`src/rtl/arm_pkg.sv`:
```
// Shared types for the MEM/WB slice: access FSM states,
// default data-memory base and the byte-to-word address map.
package arm_pkg;

  typedef enum logic [1:0] {
    IDLE,
    ACCESS,
    COMPLETE
  } mem_state_e;

  localparam logic [31:0] ADDR_BASE_DEF = 32'd1024;

  function automatic logic [31:0] map_addr(
    input logic [31:0] addr,
    input logic [31:0] base
  );
    return (addr - base) >> 2;
  endfunction

endpackage

```
`src/rtl/mem_access_fsm.sv`:
```
// Data-memory request sequencer: owns the mem_* registers and freeze.
// Build option MEM_ADDR_MAP_EN turns byte addresses into word indices.
module mem_access_fsm
  import arm_pkg::*;
#(
  parameter logic [31:0] ADDR_BASE = ADDR_BASE_DEF
) (
  input  logic        clk,
  input  logic        rst,
  input  logic        mem_r_en,
  input  logic        mem_w_en,
  input  logic [31:0] alu_result,
  input  logic [31:0] val_rm,
  output logic        mem_req,
  output logic        mem_we,
  output logic [31:0] mem_addr,
  output logic [31:0] mem_wdata,
  input  logic [31:0] mem_rdata,
  input  logic        mem_ack,
  output logic        freeze,
  output logic        complete,
  output logic        is_write,
  output logic [31:0] rdata_q
);

`ifdef MEM_ADDR_MAP_EN
  localparam bit MAP_EN = 1'b1;
`else
  localparam bit MAP_EN = 1'b0;
`endif

  mem_state_e  state;
  logic        access;
  logic        write;
  logic [31:0] addr_next;

  assign access = mem_r_en | mem_w_en;
  // a request with both enables is a read
  assign write  = mem_w_en & ~mem_r_en;

  assign addr_next = MAP_EN
                   ? map_addr(alu_result, ADDR_BASE)
                   : alu_result;

  assign freeze   = ((state == IDLE) & access)
                  | (state == ACCESS);
  assign complete = (state == COMPLETE);

  always_ff @(posedge clk) begin
    if (!rst) begin
      state     <= IDLE;
      mem_req   <= 1'b0;
      mem_we    <= 1'b0;
      mem_addr  <= '0;
      mem_wdata <= '0;
      is_write  <= 1'b0;
      rdata_q   <= '0;
    end else begin
      unique case (state)
        IDLE: begin
          if (access) begin
            state     <= ACCESS;
            mem_req   <= 1'b1;
            mem_we    <= write;
            mem_addr  <= addr_next;
            mem_wdata <= val_rm;
            is_write  <= write;
          end
        end
        ACCESS: begin
          if (mem_ack) begin
            state   <= COMPLETE;
            mem_req <= 1'b0;
            mem_we  <= 1'b0;
            rdata_q <= mem_rdata;
          end
        end
        COMPLETE: begin
          state <= IDLE;
        end
        default: begin
          state <= IDLE;
        end
      endcase
    end
  end

endmodule

```
`src/rtl/mem_wb_stage.sv`:
```
// MEM/WB pipeline stage: memory access sequencing plus the WB register.
// Build option MEM_ADDR_MAP_EN maps byte addresses to word indices.
module mem_wb_stage
  import arm_pkg::*;
#(
  parameter logic [31:0] ADDR_BASE = ADDR_BASE_DEF
) (
  input  logic        clk,
  input  logic        rst,
  input  logic        exe_wb_en,
  input  logic        exe_mem_r_en,
  input  logic        exe_mem_w_en,
  input  logic [31:0] exe_alu_result,
  input  logic [31:0] exe_val_rm,
  input  logic [3:0]  exe_dest,
  output logic        mem_req,
  output logic        mem_we,
  output logic [31:0] mem_addr,
  output logic [31:0] mem_wdata,
  input  logic [31:0] mem_rdata,
  input  logic        mem_ack,
  output logic        freeze,
  output logic [3:0]  wb_dest,
  output logic [31:0] wb_value,
  output logic        wb_wb_en
);

  logic        complete;
  logic        is_write;
  logic [31:0] rdata_q;
  logic [31:0] wb_value_next;

  mem_access_fsm #(
    .ADDR_BASE (ADDR_BASE)
  ) u_fsm (
    .clk        (clk),
    .rst        (rst),
    .mem_r_en   (exe_mem_r_en),
    .mem_w_en   (exe_mem_w_en),
    .alu_result (exe_alu_result),
    .val_rm     (exe_val_rm),
    .mem_req    (mem_req),
    .mem_we     (mem_we),
    .mem_addr   (mem_addr),
    .mem_wdata  (mem_wdata),
    .mem_rdata  (mem_rdata),
    .mem_ack    (mem_ack),
    .freeze     (freeze),
    .complete   (complete),
    .is_write   (is_write),
    .rdata_q    (rdata_q)
  );

  assign wb_value_next = (complete & ~is_write)
                       ? rdata_q
                       : exe_alu_result;

  // frozen cycles insert a bubble; dest/value keep their last contents
  always_ff @(posedge clk) begin
    if (!rst) begin
      wb_dest  <= '0;
      wb_value <= '0;
      wb_wb_en <= 1'b0;
    end else if (freeze) begin
      wb_wb_en <= 1'b0;
    end else begin
      wb_dest  <= exe_dest;
      wb_value <= wb_value_next;
      wb_wb_en <= exe_wb_en & ~(complete & is_write);
    end
  end

endmodule
```
`config.mk`:
```
export PLATFORM = sky130hd
export DESIGN_NAME = mem_wb_stage
export DESIGN_NICKNAME = d
export VERILOG_FILES = /design/src/rtl/arm_pkg.sv /design/src/rtl/mem_access_fsm.sv /design/src/rtl/mem_wb_stage.sv
export SDC_FILE = /design/constraint.sdc
export NUM_CORES = 1
export LEC_CHECK = 0
export BUFFER_PORTS_ARGS = -buffer_cell sky130_fd_sc_hd__buf_2
export CAP_MARGIN = 20
export CORE_MARGIN = 2
export CORE_UTILIZATION = 44
export CTS_CLUSTER_DIAMETER = 80
export CTS_CLUSTER_SIZE = 16
export DETAILED_ROUTE_END_ITERATION = 7
export HOLD_SLACK_MARGIN = 0.03
export PLACE_DENSITY = 0.87
export SETUP_SLACK_MARGIN = 0.05
export SLEW_MARGIN = 30
export SYNTH_ARGS = -nofsm -noshare
export SYNTH_HDL_FRONTEND = slang
export SYNTH_HIERARCHICAL = 1
export SYNTH_SLANG_ARGS = --single-unit
```
`constraint.sdc`:
```
create_clock -name clk -period 2.1 [get_ports clk]
set_input_delay 0.63 -clock clk [delete_from_list [all_inputs] [get_ports clk]]
set_output_delay 0.63 -clock clk [all_outputs]
set_load 0.01 [all_outputs]
```
**After elaboration in Yosys (flattened, before gate mapping)**

Index checks and enable logic that the tools add are counted.

- Eq/ne operators: 4
- Multiplexer cells: 9
- Bitwise logic cells: 11
- Reduce and logical (&&, ||, !) cells: 7

Operators with widths:

| kind | number |
|---|---|
| 2-to-1 mux 32 bit | 1 |
| AND reduction 2 bit | 3 |
| bitwise AND 1 bit | 5 |
| 2-to-1 mux 2 bit | 2 |
| inverter 1 bit | 4 |
| case mux 1 bit (2 select lines) | 2 |
| case mux 2 bit (2 select lines) | 1 |
| 2-to-1 mux 1 bit | 3 |
| AND reduction 3 bit | 1 |
| equality test 2 x 1 -> 1 bit (second input constant) | 1 |
| equality test 2 bit (second input constant) | 1 |
| zero test 2 bit | 1 |
| != test 2 x 1 -> 1 bit (second input constant) | 1 |
| != test 2 bit (second input constant) | 1 |
| OR 1 bit | 2 |
| nonzero test 2 bit | 1 |
| OR reduction 2 bit | 1 |

- Register bits after elaboration: 138
- Input bits: 106
- Logic and storage cells: 41

**Longest topological paths before layout**

Gate-level depths: netlist (run 1).

- Depth after elaboration: 4
- Depth in mapped cells: 9
- Gate-level depth less buffers: 5

**Modules after synthesis**

The synthesis (run 1) kept the hierarchy.

Modules (own cells, without submodules):

| module | instances | cells an instance | area an instance (µm²) | seq. area each (µm²) |
|---|---|---|---|---|
| mem_access_fsm | 1 | 458 | 3985.1 | 2021.9 |
| mem_wb_stage | 1 | 160 | 1594.0 | 740.7 |

**Worst setup path before layout (run 1)**

OpenSTA, ideal clock, no wires.

- Kind: input-to-reg
- From: in exe_mem_w_en
- To: reg wb_value[19]
- Setup time: 133 ps
- Data arrival time: 2000 ps
- Required time: 1967 ps
- Path slack: -33 ps
- Cell stages on the path: 9
- Path through: nor2_1 > buf_2 > buf_2 > o21ai_0 > buf_2 > inv_2 > buf_2 > o21ai_0 > a21oi_1

- Longest elaborated chain between the ends: 3

RTL lines:

| element | line | source |
|---|---|---|
| start, declared | mem_wb_stage.sv:12 | `input logic exe_mem_w_en,` |
| OR 1 bit | mem_access_fsm.sv:37 | `assign access = mem_r_en \| mem_w_en;` |
| bitwise AND 1 bit | mem_access_fsm.sv:45 | `assign freeze = ((state == IDLE) & access)` |
| OR 1 bit | mem_access_fsm.sv:46 | `\| (state == ACCESS);` |
| via freeze | mem_wb_stage.sv:22 | `output logic freeze,` |
| end signal, assigned | mem_wb_stage.sv:68 | `wb_value <= wb_value_next;` |
| end, declared | mem_wb_stage.sv:24 | `output logic [31:0] wb_value,` |

The timed path passes the listed nets, and every way through them passes these cells.
A chain may end at the register's enable or synchronous reset.

**Worst setup path in the final report (run 1)**

- From: reg u_fsm.state[1]
- To: out freeze

- Longest elaborated chain between the ends: 3
- Elaborated cells on any way between the ends: 4
- Classes of those cells: 1 x eq/ne; 2 x bitwise; 1 x reduce/logical

RTL lines:

| element | line | source |
|---|---|---|
| start, declared | mem_access_fsm.sv:32 | `mem_state_e state;` |
| start signal, assigned | mem_access_fsm.sv:51 | `state <= IDLE;` |
| start signal, assigned | mem_access_fsm.sv:62 | `state <= ACCESS;` |
| start signal, assigned | mem_access_fsm.sv:72 | `state <= COMPLETE;` |
| zero test 2 bit | mem_access_fsm.sv:45 |  |
| bitwise AND 1 bit | mem_access_fsm.sv:45 |  |
| OR 1 bit * | mem_access_fsm.sv:46 |  |
| end, declared | mem_wb_stage.sv:22 |  |

Every way passes the cells marked *; elsewhere a longest branch is shown, timed or not.

==> results of run 1 <==
how the worst max path moves through the flow:
stage / end / from
2_1_floorplan: wb_value[0]$_SDFFE_PN0N_ / exe_mem_w_en
3_3_place_gp: freeze / exe_mem_w_en
3_5_place_dp: wb_value[6]$_SDFFE_PN0N_ / exe_mem_w_en
4_1_cts: freeze / u_fsm/state[1]$_SDFFE_PN0P_
5_1_grt: freeze / u_fsm/state[1]$_SDFFE_PN0P_
6_report: freeze / u_fsm/state[1]$_SDFFE_PN0P_
flip-flops by register name, indices dropped and copies added, names as in the netlist:
| name | flops |
|---|---|
| u_fsm/rdata_q | 32 |
| u_fsm/mem_wdata | 32 |
| u_fsm/mem_we | 1 |
| u_fsm/mem_req | 1 |
| wb_dest | 4 |
| wb_value | 32 |
| u_fsm/is_write | 1 |
| wb_wb_en | 1 |
| u_fsm/state | 2 |
| u_fsm/mem_addr | 32 |
cell families (layout without fill, tap and decap cells):
kind of cell	after synthesis	count (layout)
AND/OR/NAND/NOR	148	148
buffers and inverters	64	261
multiplexers	36	36
other	0	1
AO/OA/AOI/OAI	232	232
flip-flops	138	138
power groups by stage:
stage	combinational [uW]	sequential, uW	clock, uW
final	1090	2950	3220
after CTS	1090	2950	3270
after global placement	1060	3000	0
after global routing	1200	2970	3390
after floorplan	541	3090	0
after detailed placement	1080	3000	0
layout by cell type, fill, tap and decap left out, types with 2 or more instances in the layout:
cell	n
a21boi_0	29
a21boi_1	68
a21oi_1	34
and2_1	2
buf_12	7
buf_2	207
buf_4	12
bufinv_16	4
clkbuf_16	17
clkbuf_8	4
clkinvlp_4	4
dfxtp_1	136
dfxtp_2	2
inv_1	2
mux2i_1	36
nand2_1	65
nand2b_1	2
nand3_1	64
nor2_1	2
nor2_4	2
nor2b_1	5
o21ai_0	68
o21ai_1	29
worst max-delay path, delay by kind of cell, from the launching register on:
| kind | cells | cell delay [ps] |
|---|---|---|
| AOI/OAI and AO/OA | 1 | 160 |
| buffers and inverters | 1 | 150 |
| DFF | 1 | 350 |
| and+or+nand+nor | 1 | 260 |
per-stage QoR:
step / total power, uW / util (%) / cell area (um2) / hold WS [ps]
global placement: 4050 / 53.7 / 6720 / 440
floorplan: 3630 / - / 5580 / 435
finish: 7250 / 59.0 / 7380 / 449
CTS: 7310 / 58.9 / 7380 / 432
detailed placement: 4080 / 53.7 / 6720 / 445
global route: 7560 / 59.0 / 7380 / 440
what timing repair did:
item | CTS | global route
setup buffers | 0 | 0
resized for setup | 2 | 2
hold buffers | 0 | 0
cloned | 0 | 0
setup endpoints to repair | 1 | 1
metal layers:
layer,share of wire (%),global-route usage [%],vias to the layer above
met5,0,0,-
met4,2.4,9.96,0
met3,7.3,6.54,29
met2,50,38.1,183
met1,40,25.3,2466
li1,-,-,2535
final cells by class:
| cell class | count | share of cell area, % |
|---|---|---|
| clock buffer | 22 | 6.56 |
| clock inverter | 10 | 2.22 |
| tap | 172 | 2.91 |
| sequential | 138 | 37.5 |
| antenna | 1 | 0.0339 |
| inverter | 3 | 0.153 |
| multi-input combinational | 416 | 33.5 |
| timing repair buffer | 226 | 17.1 |
==> results.md, run 1 <==
* Vias per cell at 5.28
* Max Clock Skew at 6.60 ps
* Top post-synthesis cells by area: dfxtp_1 50%, a21boi_1 9.2%, mux2i_1 6.5%, o21ai_0 6.2%, nand3_1 5.7%
* CTS tree: yes
* Final non-filler cell total at 988
* Startpoint types: flip-flop
* Mean Syn Cell Area at 9.03 um2
* Area of the multi-input gates at 0.00247 mm2
* DIE WIDTH at 117 um
* Avg WL per Cell at 15.5 um
* Die area at 0.0136 mm2
* Fin. max-slew vios at 0
* Initial antenna violation count at 1
* Max Clock Freq at 0.511 GHz
* DR pass1 iterations at 5
* Clk pwr share at 44.4%
* Die Y-Extent at 117 um
* Hold Path Cell Cnt at 3
* Sequential Power Share at 40.7%
* Critical register-to-register path startpoint: u_fsm/state[1]$_SDFFE_PN0P_
* Placer congestion estimate at 0.753
* CTS root buf: clkbuf_16
* Seq/Total Area, Yosys at 49.5%
* Max Cap Viol at 0
* Largest net degree at the start of global routing at 67
* Post-place setup slack at 270 ps
* R2R setup slack at 480 ps
* H-tree levels at 4
* Multiplexer share of the synthesized area at 6.46%
* Yosys warnings at 6
* I/O pin cnt at 210
* Grt ovf at 0
* First-pass GRT wire length at 23400 um
* Post-route DRC at 0
* Total global-route track usage at 22.1%
* CP Capture Type: primary output
* Req. time, crit path at 1470 ps
* Cell area after synthesis at 0.00558 mm2
* Slew HR at 55.6%
* Largest family of logic cells by synthesized area: compound AO/OA/AOI/OAI gates
* CTS Sinks at 138
* Syn Nets at 724
* PortBufs at 209
* XOR/XNOR Fraction of Synth Area at 0%
* Outcome: finished clean
* Count leader, synth: dfxtp_1
* Yosys cell types at 30
* RSZ-0062 raised after global routing: false
* Peak supply drop at 0.000504 V
* Flops & latches, synth at 138
* Post-synth ARST share at 0%
* Seq. cell area at 0.00277 mm2
* Hold path start: mem_rdata[24]
* Clock Tree Buf Depth at 2
* Worst min path class: in2reg
* Critical path class: reg2out
* Cell taking the most area after synthesis: dfxtp_1
* Crit path time final at 1960 ps
* CP Cell Sequence: or2_4 > o21ai_2 > buf_4
* Yosys top cell area share at 49.5%
* DP HPWL at 9990 um
* Final Setup Violations at 0
* Worst skew pair latency at 410 ps
* Combinational power share at 15.0%
* CP max stage cell: dfxtp_2
* Synth Area in Adders at 0%
* Filler cells at 1111
* Number of buffers created by CTS at 17
* Initial Util at 44.6%
* Power Dens Cells at 982 mW/mm2
* Synth cell count leaders: 138 x dfxtp_1, 69 x o21ai_0, 68 x a21boi_1, 65 x nand2_1, 64 x nand3_1
* Post-route ant nets at 0
* Final count of hold timing violations at 0
* Core area at 0.0125 mm2
* Simple-gate portion of the synthesized area at 12.3%
* Final worst setup slack at 142 ps
* Sw Ratio at 25.4%
* Placed cell count at 955
* Synth Area in Compound Gates at 25.3%
* Arr. time, crit path at 1330 ps
* CP max FO at 7
* R2R depth at 7
* Internal at 5410 uW
* Endpoint, Worst Hold: u_fsm/rdata_q[24]$_SDFFE_PN0P_
* Area Overhead vs Synth at 32.3%
* Period utilisation layout at 93.2%
* Sw Pwr at 1840 uW
* Drt total wl at 15300 um
* Post-synth EDFFs at 0
* Via count at 5213
* Initial DRC Count at 300
* Layout cells sized above 1 at 32.6%
* Nets@finish at 908
* Fin Setup TNS at 0 ps
* Pleak at 0.00321 uW
* Critical path's largest stage delay at 350 ps
* Mapped Cells at 618
* Most used flip-flop cell after synthesis: dfxtp_1
* Vias in the first global route at 4850
* Tightest Pin Transition at 666 ps
* Clk slew on worst S/H paths at 60 ps
* Reg2reg end: wb_value[3]$_SDFFE_PN0N_
* FP Rows at 41
Note: power is estimated with default switching activity, not from simulation.
==> run 2, diff against run 1 <==
Settings changed: CORE_MARGIN 2 to default.
==> results.md, run 2 (synthesis results as in run 1) <==
* Outcome: finished clean
* Sw Ratio at 27.4% (+1.9 points)
* DP HPWL at 10200 um (+1.7%)
* CP max FO at 7 (unchanged)
* Most frequent cells in the layout: 207 x buf_2, 136 x dfxtp_1, 68 x o21ai_0, 68 x a21boi_1, 65 x nand2_1
* Cts hold-fix bufs at 0 (unchanged)
* Period utilisation layout at 94.8% (+1.6 points)
* Die Y-Extent at 115 um (-1.7%)
* Final non-filler cell total at 982 (-0.61%)
* CTS tree: yes
* Startpoint types: flip-flop
* Largest net degree at the start of global routing at 68 (+1.5%)
* Req. time, crit path at 1470 ps (about the same)
* Clk pwr share at 40.4% (-4.0 points)
* DIE WIDTH at 115 um (-1.7%)
* Total global-route track usage at 24.5% (+2.4 points)
* Internal at 4930 uW (-8.8%)
* Vias in the first global route at 4942 (+1.9%)
* Worst skew pair latency at 410 ps (about the same)
* Sequential Power Share at 43.5% (+2.8 points)
* Core area at 0.0122 mm2 (-2.8%)
* Area Overhead vs Synth at 30.4%
* Post-route ant nets at 0 (unchanged)
* CP max stage cell: dfxtp_2
* Critical path's largest stage delay at 350 ps (about the same)
* Initial Util at 45.9% (+1.3 points)
* FP Rows at 40 (-2.4%)
* Placed cell count at 950 (-0.52%)
* Final Setup Violations at 0 (unchanged)
* Nets@finish at 907 (-0.11%)
* Critical path class: reg2out
* Grt ovf at 0 (unchanged)
* Via count at 5175 (-0.73%)
* PortBufs at 209 (unchanged)
* Clk slew on worst S/H paths at 60 ps (about the same)
* Initial antenna violation count at 0 (-1)
* DR pass1 iterations at 5 (unchanged)
* Final count of hold timing violations at 0 (unchanged)
* Critical register-to-register path startpoint: u_fsm/state[0]$_SDFFE_PN0P_
* CP Cell Sequence: or2_4 > o21ai_4 > buf_4
* Crit path from: u_fsm/state[1]$_SDFFE_PN0P_
* Crit-path leading delay family: flip-flops
* Pleak at 0.00317 uW (-1.4%)
* Layout cells sized above 1 at 32.7% (+0.040 points)
* Length of routed met2 wiring at 7750 um (+1.3%)
* CTS Sinks at 138 (unchanged)
* Combinational power share at 16.1% (+1.1 points)
* DR top layer: met4
* Fin. max-slew vios at 0 (unchanged)
* # diodes at 0 (-1)
* Buf/Inv on CP at 1 (unchanged)
* DR WL met3 at 1060 um (-5.9%)
* Sw Pwr at 1860 uW (+0.69%)
* Post-CTS Setup Bufs at 0 (unchanged)
* Vias per cell at 5.27 (-0.12%)
* Hold path start: u_fsm/rdata_q[24]$_SDFFE_PN0P_
* Avg WL per Cell at 16.0 um (+3.3%)
* Slew HR at 53.5% (-2.2 points)
* RSZ-0062 raised after global routing: false
* Drt total wl at 15700 um (+2.6%)
* Max Clock Skew at 7.52 ps (+0.926 ps)
* Peak supply drop at 0.000758 V (+50%)
* I/O pin cnt at 210 (unchanged)
* CP Capture Type: primary output
* Max Clock Freq at 0.502 GHz (-1.7%)
* CTS root buf: clkbuf_16
* Die area at 0.0131 mm2 (-3.4%)
* H-tree levels at 4 (unchanged)
* Placer congestion estimate at 0.797 (+5.8%)
* Post-route DRC at 0 (unchanged)
* Crit path time final at 1990 ps (+33.3 ps)
* Worst min path class: reg2reg
* Fin Setup TNS at 0 ps (unchanged)
* Number of buffers created by CTS at 17 (unchanged)
* Initial DRC Count at 446 (+49%)
* Power Dens Cells at 934 mW/mm2 (-5.0%)
* Max Cap Viol at 0 (unchanged)
* Tightest Pin Transition at 698 ps (+32.7 ps)
* Clock Tree Buf Depth at 2 (unchanged)
* First-pass GRT wire length at 24800 um (+6.1%)
* M1 WL at 6670 um (+8.4%)
* Filler cells at 1055 (-5.0%)
* Arr. time, crit path at 1360 ps (+30 ps)
* Most common cell after layout, fill and taps aside: buf_2
-- run 2: changes by cell type in the layout (fill, tap and decap cells not counted), sizes merged --
cell and change:
clkinv +8, clkbuf -4, bufinv -3, buf -1
clkinvlp -1, diode -1
-- run 2: repair_timing --
item / CTS / global route
endpoints found under the hold margin: 0 / 0
endpoints found under the setup margin: 1 / 1
gates resized for setup: 3 / 2
-- run 2: stage by stage --
| step | hold slack, ps | power, uW | util [%] | cell area (um2) | worst slack (ps) |
|---|---|---|---|---|---|
| after detailed placement | 446 | 4090 | 55.2 | 6710 | 225 |
| after global placement | 440 | 4050 | 55.2 | 6710 | 230 |
| after floorplan | 435 | 3630 | - | 5580 | 61.7 |
| final | 451 | 6790 | 59.8 | 7270 | 109 |
| after CTS | 443 | 6830 | 59.7 | 7260 | 54.6 |
| after global routing | 435 | 7100 | 59.8 | 7270 | 53.9 |
-- run 2: path summary, 6_finish.rpt --
path                                                         to  slack (ps)  cells after the start
worst max-delay path                                     freeze         110                      3
worst min-delay path             u_fsm/rdata_q[24]$_SDFFE_PN0P_         450                      2
worst max register to register  u_fsm/mem_addr[25]$_SDFFE_PN0P_         400                      4
worst min register to register   u_fsm/rdata_q[24]$_SDFFE_PN0P_         450                      2
-- run 2: cell type report --
type	count	area (um2)	area share [%]
clock buffers	18	439	6.04
clock inverters	14	106	1.46
inverters	3	11.3	0.155
multi-input cells	416	2480	34.1
flip-flops and latches	138	2770	38.0
well taps	168	210	2.89
repair buffers	225	1260	17.3
-- run 2: per-layer routing --
metal,up-vias,track usage (%)
met5,-,0
met4,0,7.53
met3,15,8.05
met2,178,41.1
met1,2450,29.6
li1,2532,-
-- run 2: tightest hold or removal path, cell delays in order, from the launching register on --
cell and delay [ps]:
dfxtp_1 300, nand2_1 50, a21boi_1 50
-- run 2: power by group through the flow --
stage	clock network (uW)	logic, uW	registers (uW)
finish	2740	1090	2950
global route	2920	1200	2980
CTS	2790	1090	2950
floorplan	0	541	3090
detailed placement	0	1080	3000
global placement	0	1060	2990
